$ cat config.mk
export PLATFORM = sky130hd
export DESIGN_NAME = run_control_unit
export DESIGN_NICKNAME = d
export VERILOG_FILES = /design/src/rtl/run_control_unit.sv
export SDC_FILE = /design/constraint.sdc
export NUM_CORES = 1
export LEC_CHECK = 0
export CAP_MARGIN = 20
export CORE_ASPECT_RATIO = 1.4
export CORE_MARGIN = 2
export CORE_UTILIZATION = 44
export DETAILED_ROUTE_END_ITERATION = 10
export DONT_BUFFER_PORTS = 1
export PLACE_DENSITY = 0.64
export RECOVER_POWER = 25
export SYNTH_ARGS = -nofsm -noshare
export SYNTH_HDL_FRONTEND = slang
export SYNTH_SLANG_ARGS = --single-unit
$ cat constraint.sdc
create_clock -name clk -period 3.6 [get_ports clk]
set_input_delay 0.54 -clock clk [delete_from_list [all_inputs] [get_ports clk]]
set_output_delay 0.54 -clock clk [all_outputs]
set_load 0.03 [all_outputs]
$ cat src/rtl/run_control_unit.sv
// Run-control front end for the single-cycle core.
//
// Turns a bouncy push button and a mode selector into a one-cycle core clock
// enable. Supports single step, divided free run, full-speed run and
// run-to-breakpoint. Also keeps a count of issued enables and drives a
// multiplexed seven-segment view of one 32-bit display channel.
//
// Ports:
//   clk          50 MHz board clock
//   reset_n      synchronous active-low reset
//   step_btn_n   raw active-low step button (asynchronous)
//   mode         00 step, 01 slow run, 10 fast run, 11 run to breakpoint
//   pc_value     current core PC, compared against the breakpoints
//   bp_addr      NUM_BP packed 32-bit breakpoint addresses
//   bp_en        per-breakpoint enable
//   ch_data      NUM_CH packed 32-bit display channels
//   ch_sel       selected display channel (out of range selects channel 0)
//   win_sel      upper/lower nibble window when only 4 digits are fitted
//   core_clk_en  one-cycle core advance pulse
//   halted       high while idle or stopped at a breakpoint
//   bp_hit       one-hot breakpoint that caused the current stop
//   cycle_count  number of core_clk_en pulses issued (wraps)
//   hex_out      registered active-low segments, digit 0 in bits [6:0]

module run_control_unit #(
    parameter int unsigned DEBOUNCE_CYCLES = 500000,
    parameter int unsigned SLOW_DIV        = 25000000,
    parameter int unsigned NUM_BP          = 2,
    parameter int unsigned NUM_CH          = 4,
    parameter int unsigned NUM_DIGITS      = 4
) (
    input  logic                      clk,
    input  logic                      reset_n,
    input  logic                      step_btn_n,
    input  logic [1:0]                mode,
    input  logic [31:0]               pc_value,
    input  logic [32*NUM_BP-1:0]      bp_addr,
    input  logic [NUM_BP-1:0]         bp_en,
    input  logic [32*NUM_CH-1:0]      ch_data,
    input  logic [$clog2(NUM_CH)-1:0] ch_sel,
    input  logic                      win_sel,
    output logic                      core_clk_en,
    output logic                      halted,
    output logic [NUM_BP-1:0]         bp_hit,
    output logic [31:0]               cycle_count,
    output logic [7*NUM_DIGITS-1:0]   hex_out
);

    localparam int unsigned DbW  = (DEBOUNCE_CYCLES > 1) ? $clog2(DEBOUNCE_CYCLES) : 1;
    localparam int unsigned DivW = (SLOW_DIV > 1) ? $clog2(SLOW_DIV) : 1;
    localparam logic [DbW-1:0]  DbMax  = DbW'(DEBOUNCE_CYCLES - 1);
    localparam logic [DivW-1:0] DivMax = DivW'(SLOW_DIV - 1);

    localparam logic [1:0] ModeStep = 2'b00;
    localparam logic [1:0] ModeSlow = 2'b01;
    localparam logic [1:0] ModeFast = 2'b10;
    localparam logic [1:0] ModeToBp = 2'b11;

    localparam logic [1:0] StIdle  = 2'd0;
    localparam logic [1:0] StRun   = 2'd1;
    localparam logic [1:0] StBreak = 2'd2;

    localparam logic [6:0] SegZero = 7'b1000000;

    logic                    sync1_q, sync2_q;
    logic [DbW-1:0]          db_cnt_q, db_cnt_d;
    logic                    db_level_q, db_level_d;
    logic                    db_last_q;
    logic                    step_req_q, step_req_d;
    logic [1:0]              state_q, state_d;
    logic [DivW-1:0]         div_q, div_d;
    logic [NUM_BP-1:0]       bp_hit_q, bp_hit_d;
    logic [31:0]             cycle_count_q, cycle_count_d;
    logic [7*NUM_DIGITS-1:0] hex_q, hex_d;
    logic                    core_en;
    logic [NUM_BP-1:0]       bp_match;
    logic                    bp_any;
    logic [31:0]             disp_word;

    function automatic logic [6:0] seg7(input logic [3:0] n);
        logic [6:0] s;
        case (n)
            4'h0:    s = 7'b1000000;
            4'h1:    s = 7'b1111001;
            4'h2:    s = 7'b0100100;
            4'h3:    s = 7'b0110000;
            4'h4:    s = 7'b0011001;
            4'h5:    s = 7'b0010010;
            4'h6:    s = 7'b0000010;
            4'h7:    s = 7'b1111000;
            4'h8:    s = 7'b0000000;
            4'h9:    s = 7'b0010000;
            4'hA:    s = 7'b0001000;
            4'hB:    s = 7'b0000011;
            4'hC:    s = 7'b1000110;
            4'hD:    s = 7'b0100001;
            4'hE:    s = 7'b0000110;
            default: s = 7'b0001110;
        endcase
        return s;
    endfunction

    // Debounce: any return of the synchronised level to the accepted level
    // restarts the count, so only an uninterrupted run is accepted.
    always_comb begin
        db_cnt_d   = db_cnt_q;
        db_level_d = db_level_q;
        if (sync2_q == db_level_q) begin
            db_cnt_d = '0;
        end else if (db_cnt_q == DbMax) begin
            db_level_d = sync2_q;
            db_cnt_d   = '0;
        end else begin
            db_cnt_d = db_cnt_q + DbW'(1);
        end
        // Accepted press: debounced level fell on the previous edge.
        step_req_d = db_last_q & ~db_level_q;
    end

    // Lowest-index enabled breakpoint matching the current PC.
    always_comb begin
        bp_match = '0;
        bp_any   = 1'b0;
        for (int i = 0; i < NUM_BP; i++) begin
            if (!bp_any && bp_en[i] && (bp_addr[32*i +: 32] == pc_value)) begin
                bp_match[i] = 1'b1;
                bp_any      = 1'b1;
            end
        end
    end

    always_comb begin
        state_d  = state_q;
        div_d    = div_q;
        bp_hit_d = bp_hit_q;
        core_en  = 1'b0;
        case (state_q)
            StIdle: begin
                div_d = '0;
                if (mode == ModeStep) begin
                    core_en = step_req_q;
                end else begin
                    state_d = StRun;
                end
            end
            StRun: begin
                if (mode == ModeStep) begin
                    state_d = StIdle;
                end else if (mode == ModeSlow) begin
                    if (div_q == DivMax) begin
                        core_en = 1'b1;
                        div_d   = '0;
                    end else begin
                        div_d = div_q + DivW'(1);
                    end
                end else if (mode == ModeFast) begin
                    core_en = 1'b1;
                end else if (bp_any) begin
                    bp_hit_d = bp_match;
                    state_d  = StBreak;
                end else begin
                    core_en = 1'b1;
                end
            end
            StBreak: begin
                div_d = '0;
                if (mode != ModeToBp) begin
                    bp_hit_d = '0;
                    state_d  = StIdle;
                end else if (step_req_q) begin
                    // Step past the breakpoint: no compare on this pulse.
                    core_en  = 1'b1;
                    bp_hit_d = '0;
                    state_d  = StRun;
                end
            end
            default: begin
                bp_hit_d = '0;
                state_d  = StIdle;
            end
        endcase
        cycle_count_d = cycle_count_q + {31'b0, core_en};
    end

    always_comb begin : p_hex
        int nib;
        nib       = 0;
        hex_d     = '0;
        disp_word = ch_data[31:0];
        for (int c = 1; c < NUM_CH; c++) begin
            if (32'(ch_sel) == c) begin
                disp_word = ch_data[32*c +: 32];
            end
        end
        for (int k = 0; k < NUM_DIGITS; k++) begin
            nib = k;
            if (NUM_DIGITS < 8 && win_sel) begin
                nib = k + int'(NUM_DIGITS);
            end
            hex_d[7*k +: 7] = seg7(disp_word[4*nib +: 4]);
        end
    end

    always_ff @(posedge clk) begin
        if (!reset_n) begin
            sync1_q       <= 1'b1;
            sync2_q       <= 1'b1;
            db_cnt_q      <= '0;
            db_level_q    <= 1'b1;
            db_last_q     <= 1'b1;
            step_req_q    <= 1'b0;
            state_q       <= StIdle;
            div_q         <= '0;
            bp_hit_q      <= '0;
            cycle_count_q <= '0;
            hex_q         <= {NUM_DIGITS{SegZero}};
        end else begin
            sync1_q       <= step_btn_n;
            sync2_q       <= sync1_q;
            db_cnt_q      <= db_cnt_d;
            db_level_q    <= db_level_d;
            db_last_q     <= db_level_q;
            step_req_q    <= step_req_d;
            state_q       <= state_d;
            div_q         <= div_d;
            bp_hit_q      <= bp_hit_d;
            cycle_count_q <= cycle_count_d;
            hex_q         <= hex_d;
        end
    end

    assign core_clk_en = core_en;
    assign halted      = (state_q != StRun);
    assign bp_hit      = bp_hit_q;
    assign cycle_count = cycle_count_q;
    assign hex_out     = hex_q;

endmodule
# Yosys cells after proc, flatten, opt, wreduce, memory -nomap -nowiden
# Memory sizes are Yosys's and may differ from the RTL's. A register that Yosys moved wholly into a read port is not among the register bits.
# Cells that the tools add are included.
# totals
ff_bits,85
latchBits,0
mem_bits_rw,0
romBits,448
inputBits,234
output_inout_bits,64
wordCells,105
mem_count,4
# classes
n_addsub,3
multipliers,0
div,0
magnitude_cmp,0
eq_ne,24
shift,4
n_mux,38
bitwise_logic,5
n_reduce_logical,17
# mem_list
memory,words,word_bits,rd,rd_ports_with_merged_regs,wr,line_no,source
(name not given),16,7,1,1,0,82,case (n)
(name not given),16,7,1,1,0,82,
(name not given),16,7,1,1,0,82,
(name not given),16,7,1,1,0,82,
# op_table
operator,n
indexed part select 32 x 32 -> 4 bit,4
2-to-1 mux 32 bit,3
2-to-1 mux 25 bit,3
equality test 32 bit,2
case mux 25 bit (2 select lines),1
adder 32 x 1 -> 32 bit,1
2-to-1 mux 2 bit,13
adder 25 x 1 -> 25 bit (second input constant),1
equality test 25 bit (second input constant),1
adder 19 x 1 -> 19 bit (second input constant),1
equality test 19 bit (second input constant),1
!= test 2 bit (second input constant),7
2-to-1 mux 3 bit,4
!= test 3 bit (second input constant),4
case mux 2 bit (3 select lines),2
2-to-1 mux 1 bit,11
equality test 2 bit (second input constant),4
equality test 2 x 1 -> 1 bit (second input constant),3
AND reduction 6 bit,1
logical NOT 1 bit,5
AND reduction 5 bit,1
logical NOT 2 bit,2
inverter 1 bit,4
logical AND 1 bit,3
other kinds (9),9

# Logic depth before layout (Yosys ltp)
# logic_depth
word_depth,13
mapped_depth,15
mapped_depth_nobuf,15

# Worst setup path after synthesis
# OpenSTA, ideal clock, no wires.
# synth_timing
path_kind,reg-to-reg
startpoint,reg div_q[0]
endpoint,"reg cycle_count_q[31], in the netlist cycle_count[31]"
setup_ps,70
t_arrival_ps,3603
t_required_ps,3530
path_slack_ps,-74
path_stages_with_launch,13
path_buffers,0
synth_period_minus_slack_ps,3674
cell_sequence,dfxtp_1 > ha_1 > and3_1 > nand3_1 > nor4_1 > o21bai_1 > o21ai_0 > ha_1 > nand3_1 > nor2_1 > nand4b_1 > or3_1 > a21oi_1
# synth_via
elab_chain_len,6
# synth_rtl
item,line_no,source
"start, declared",71,"logic [DivW-1:0] div_q, div_d;"
"start signal, assigned",225,div_q <= div_d;
equality test 25 bit,150,if (div_q == DivMax) begin
2-to-1 mux 1 bit,150,
2-to-1 mux 1 bit,149,end else if (mode == ModeSlow) begin
2-to-1 mux 1 bit,147,if (mode == ModeStep) begin
case mux 1 bit (3 select lines),137,case (state_q)
named net core_clk_en,42,"output logic core_clk_en,"
adder 32 x 1 -> 32 bit,182,"cycle_count_d = cycle_count_q + {31'b0, core_en};"
"end signal, assigned",227,cycle_count_q <= cycle_count_d;
"end, declared",73,"logic [31:0] cycle_count_q, cycle_count_d;"
# The timed path passes the listed nets, and every way through them passes these cells.
# A chain may end at the register's enable or synchronous reset.

# Worst setup path after layout
# layout_timing
startpoint,reg div_q[0]
endpoint,"reg cycle_count_q[22], in the netlist cycle_count[22]"
# layout_via
elab_chain_len,6
# layout_rtl
item,line_no
equality test 25 bit,150
2-to-1 mux 1 bit,150
2-to-1 mux 1 bit,149
2-to-1 mux 1 bit,147
case mux 1 bit (3 select lines),137
adder 32 x 1 -> 32 bit,182
# No other way between the ends.

==> impl_metrics.ini <==
[clock_network]
h-tree-depth = 4
cts_made_buffers = 17
cts_tree = yes
clockBufferDepth = 2
cts_root_buf = clkbuf_16
clkTransAtPathRegs_ps = 60
clock_latency_ps = 410
cts_setup_buffers = 0
clkSinkCount = 113

[critical_path]
critPathBufInv = 0
endpoint_kind = flop
reg2reg_slack_ps = 330
worstReg2RegStart = div_q[0]$_SDFFE_PN0P_
path_delay_family = simple AND/OR/NAND/NOR gates
crit_top_cell = ha_1
start_kind = flop
cp-startpoint = div_q[0]$_SDFFE_PN0P_
cp_cell_sequence = ha_1 -> and3_1 -> nand3_1 -> nor4_2 -> a31oi_1 -> o21a_1 -> o21ai_1 -> ha_1 -> ha_1 -> nand2_1 -> nor2_2 -> nand3_1 -> or3_1 -> a21oi_1
critPathKind = flop to flop
critical-path-slowest-cell = dfxtp_1
critPathMaxStageDelay_ps = 400
arrival_ps = 3610
critPathRequiredTime_ps = 3940
crit_fanout = 6

[synthesis]
ys.flop_type = dfxtp_1
synth_compound_area_frac = 0.121
syn-num-nets = 1071
ys_ff_latch = 113
synth.mux.area_fraction = 0.145
yosysSeqAreaShare = 0.312
syn_area_mm2 = 0.00725
ys_types = 62
synth_warnings = 0
syn_avg_cell_area_um2 = 8.96
synthArstFlopShare = 0
synthXorXnorAreaFrac = 0.125
synth_top_family_by_area = simple AND/OR/NAND/NOR gates
netlist_instances = 809
synth_edf_count = 0
yosys.area_share.simple = 0.212
synthAdderAreaFrac = 0.0484

[power]
ir_worst_vdd_uv = 357
leakage_nw = 2.86
pwr-share-clk = 0.477
power.density_mw_per_mm2 = 453
power.switching_mw = 1.01
power_frac_comb = 0.136
p_seq_frac = 0.387
switching_share = 0.275
p_total_mw = 3.66
p_int_mw = 2.66

[sta]
tightest_slew_ps = 891
whs_ps = 213
fin_crit_ps = 3270
setup_tns_ps = 0
slew_violations = 0
finalHoldViolCount = 0
setup_ws_ps = 330
finalSetupViolCount = 0
relSlewSlack = 0.406
fin_crit_sh = 0.908
rsz0062_at_grt = false
fin_skew_ps = 9.74
fmax_ghz = 0.306

[global_route]
grt.overflow.total = 0
grt_pass1_wl_um = 31300
grt_max_degree = 44
antenna_found_initial = 13
grt_pass1_vias = 5745
grt_usage = 0.232

[detailed_routing]
wl_um = 21200
ant_nets = 0
routedWlPerCell_um = 20.7
first_iter_violations = 302
vias = 6124
drc_errors = 0
dr.pass1.iters = 4
viasPerCell = 5.98

[finish]
most-common-layout-cells = dfxtp_1 (113), nor2_1 (89), nand2_1 (62)
nNetsFinal = 1067
n_fill_cell = 1505
design_area_mm2 = 0.00808
final_common_cell = dfxtp_1
drive_gt1_frac = 0.109
areaGrowthSynthToFinish_pct = 11.5

[die]
die_y_um = 156
coreArea_mm2 = 0.0162
die_area_mm2 = 0.0175
die_w_um = 112
rows = 55
initial_core_util = 0.448
num_io_pins = 298

[place]
place_area_mm2 = 0.00743
port_buffers = 0
gp_congestion = 0.905
dp_slack_ps = 189
dp_hpwl_um = 17000

[run]
cap_violations = 0

[min_path]
min_from = reset_n
hold_path.class = input pin to flop

[outcome]
outcome = finished, final reports clean
power groups by stage:
stage	sequential (mW)	clock [mW]	combinational (mW)
floorplan	1.43	0	0.427
global placement	1.45	0	0.496
detailed placement	1.45	0	0.498
CTS	1.42	1.77	0.500
global route	1.42	1.83	0.557
finish	1.42	1.75	0.499
synthesized netlist by cell type (all sizes together) (4+ instances only):
cell	instances	area, µm²
a211oi	4	30.0
a21oi	32	160
a22oi	5	37.5
a311oi	11	96.3
a31oi	12	75.1
a41oi	4	35.0
and2	10	62.6
and3	10	62.6
and4	8	70.1
buf	17	98.8
clkbuf	22	82.6
dfxtp	113	2260
ha	28	350
inv	23	86.3
mux2	7	82.6
mux2i	26	272
mux4	30	694
nand2	62	233
nand2b	10	62.6
nand3	35	175
nand3b	5	37.5
nand4	25	156
nor2	90	338
nor2b	5	38.8
nor3	10	50.1
nor3b	4	30.0
nor4	14	93.8
o21a	5	37.5
o21ai	32	160
o32ai	7	61.3
or3	12	75.1
xnor2	43	377
xor2	60	526
sequential cells by signal, indices dropped and copies added, names as in the netlist:
signal,count
hex_out,28
div_q,25
step_req_q,1
db_level_q,1
sync1_q,1
state_q,2
db_last_q,1
db_cnt_q,19
cycle_count,32
sync2_q,1
bp_hit,2
area by class of cell:
| type | count | area [µm²] | share of cell area |
|---|---|---|---|
| clock inverter | 14 | 180 | 0.0223 |
| tap | 199 | 249 | 0.0308 |
| sequential | 113 | 2260 | 0.280 |
| timing repair buffer | 16 | 120 | 0.0149 |
| antenna | 7 | 17.5 | 0.00217 |
| inverter | 23 | 86.3 | 0.0107 |
| clock buffer | 18 | 439 | 0.0544 |
| multi-input combinational | 634 | 4720 | 0.585 |
kinds of logic after synthesis:
logic type / count (synthesis)
multiplexers: 63
AND/OR/NAND/NOR: 306
flip-flops: 113
buffers and inverters: 62
XOR/XNOR: 103
AO/OA/AOI/OAI: 134
adder cells (fa/ha/maj): 28
metal layers:
metal,vias up,wire length (µm),track usage,share of wire
li1,2951,-,-,-
met1,2910,8730,0.286,0.41
met2,229,10400,0.379,0.49
met3,32,1570,0.0726,0.074
met4,2,471,0.0889,0.022
met5,-,13,0,0.00061
repair_timing:
item,4_1_cts,5_1_grt
hold buffers,0,0
setup endpoints to repair,0,11
gates resized for setup,0,2
worst paths after layout:
check / endpoint / cells past startpoint
setup / recovery: cycle_count[22]$_SDFF_PN0_ / 14
hold / removal: db_level_q$_SDFFE_PN1P_ / 1
setup reg to reg: cycle_count[22]$_SDFF_PN0_ / 14
hold reg to reg: sync2_q$_SDFF_PN1_ / 1
stage by stage:
| step | utilization | cells |
|---|---|---|
| 6_report | 0.500 | 1024 |
| 2_1_floorplan | - | 809 |
| 3_5_place_dp | 0.460 | 985 |
| 3_3_place_gp | 0.460 | 985 |
| 5_1_grt | 0.499 | 1021 |
| 4_1_cts | 0.498 | 1017 |
Power figures use the tool's default switching activity.
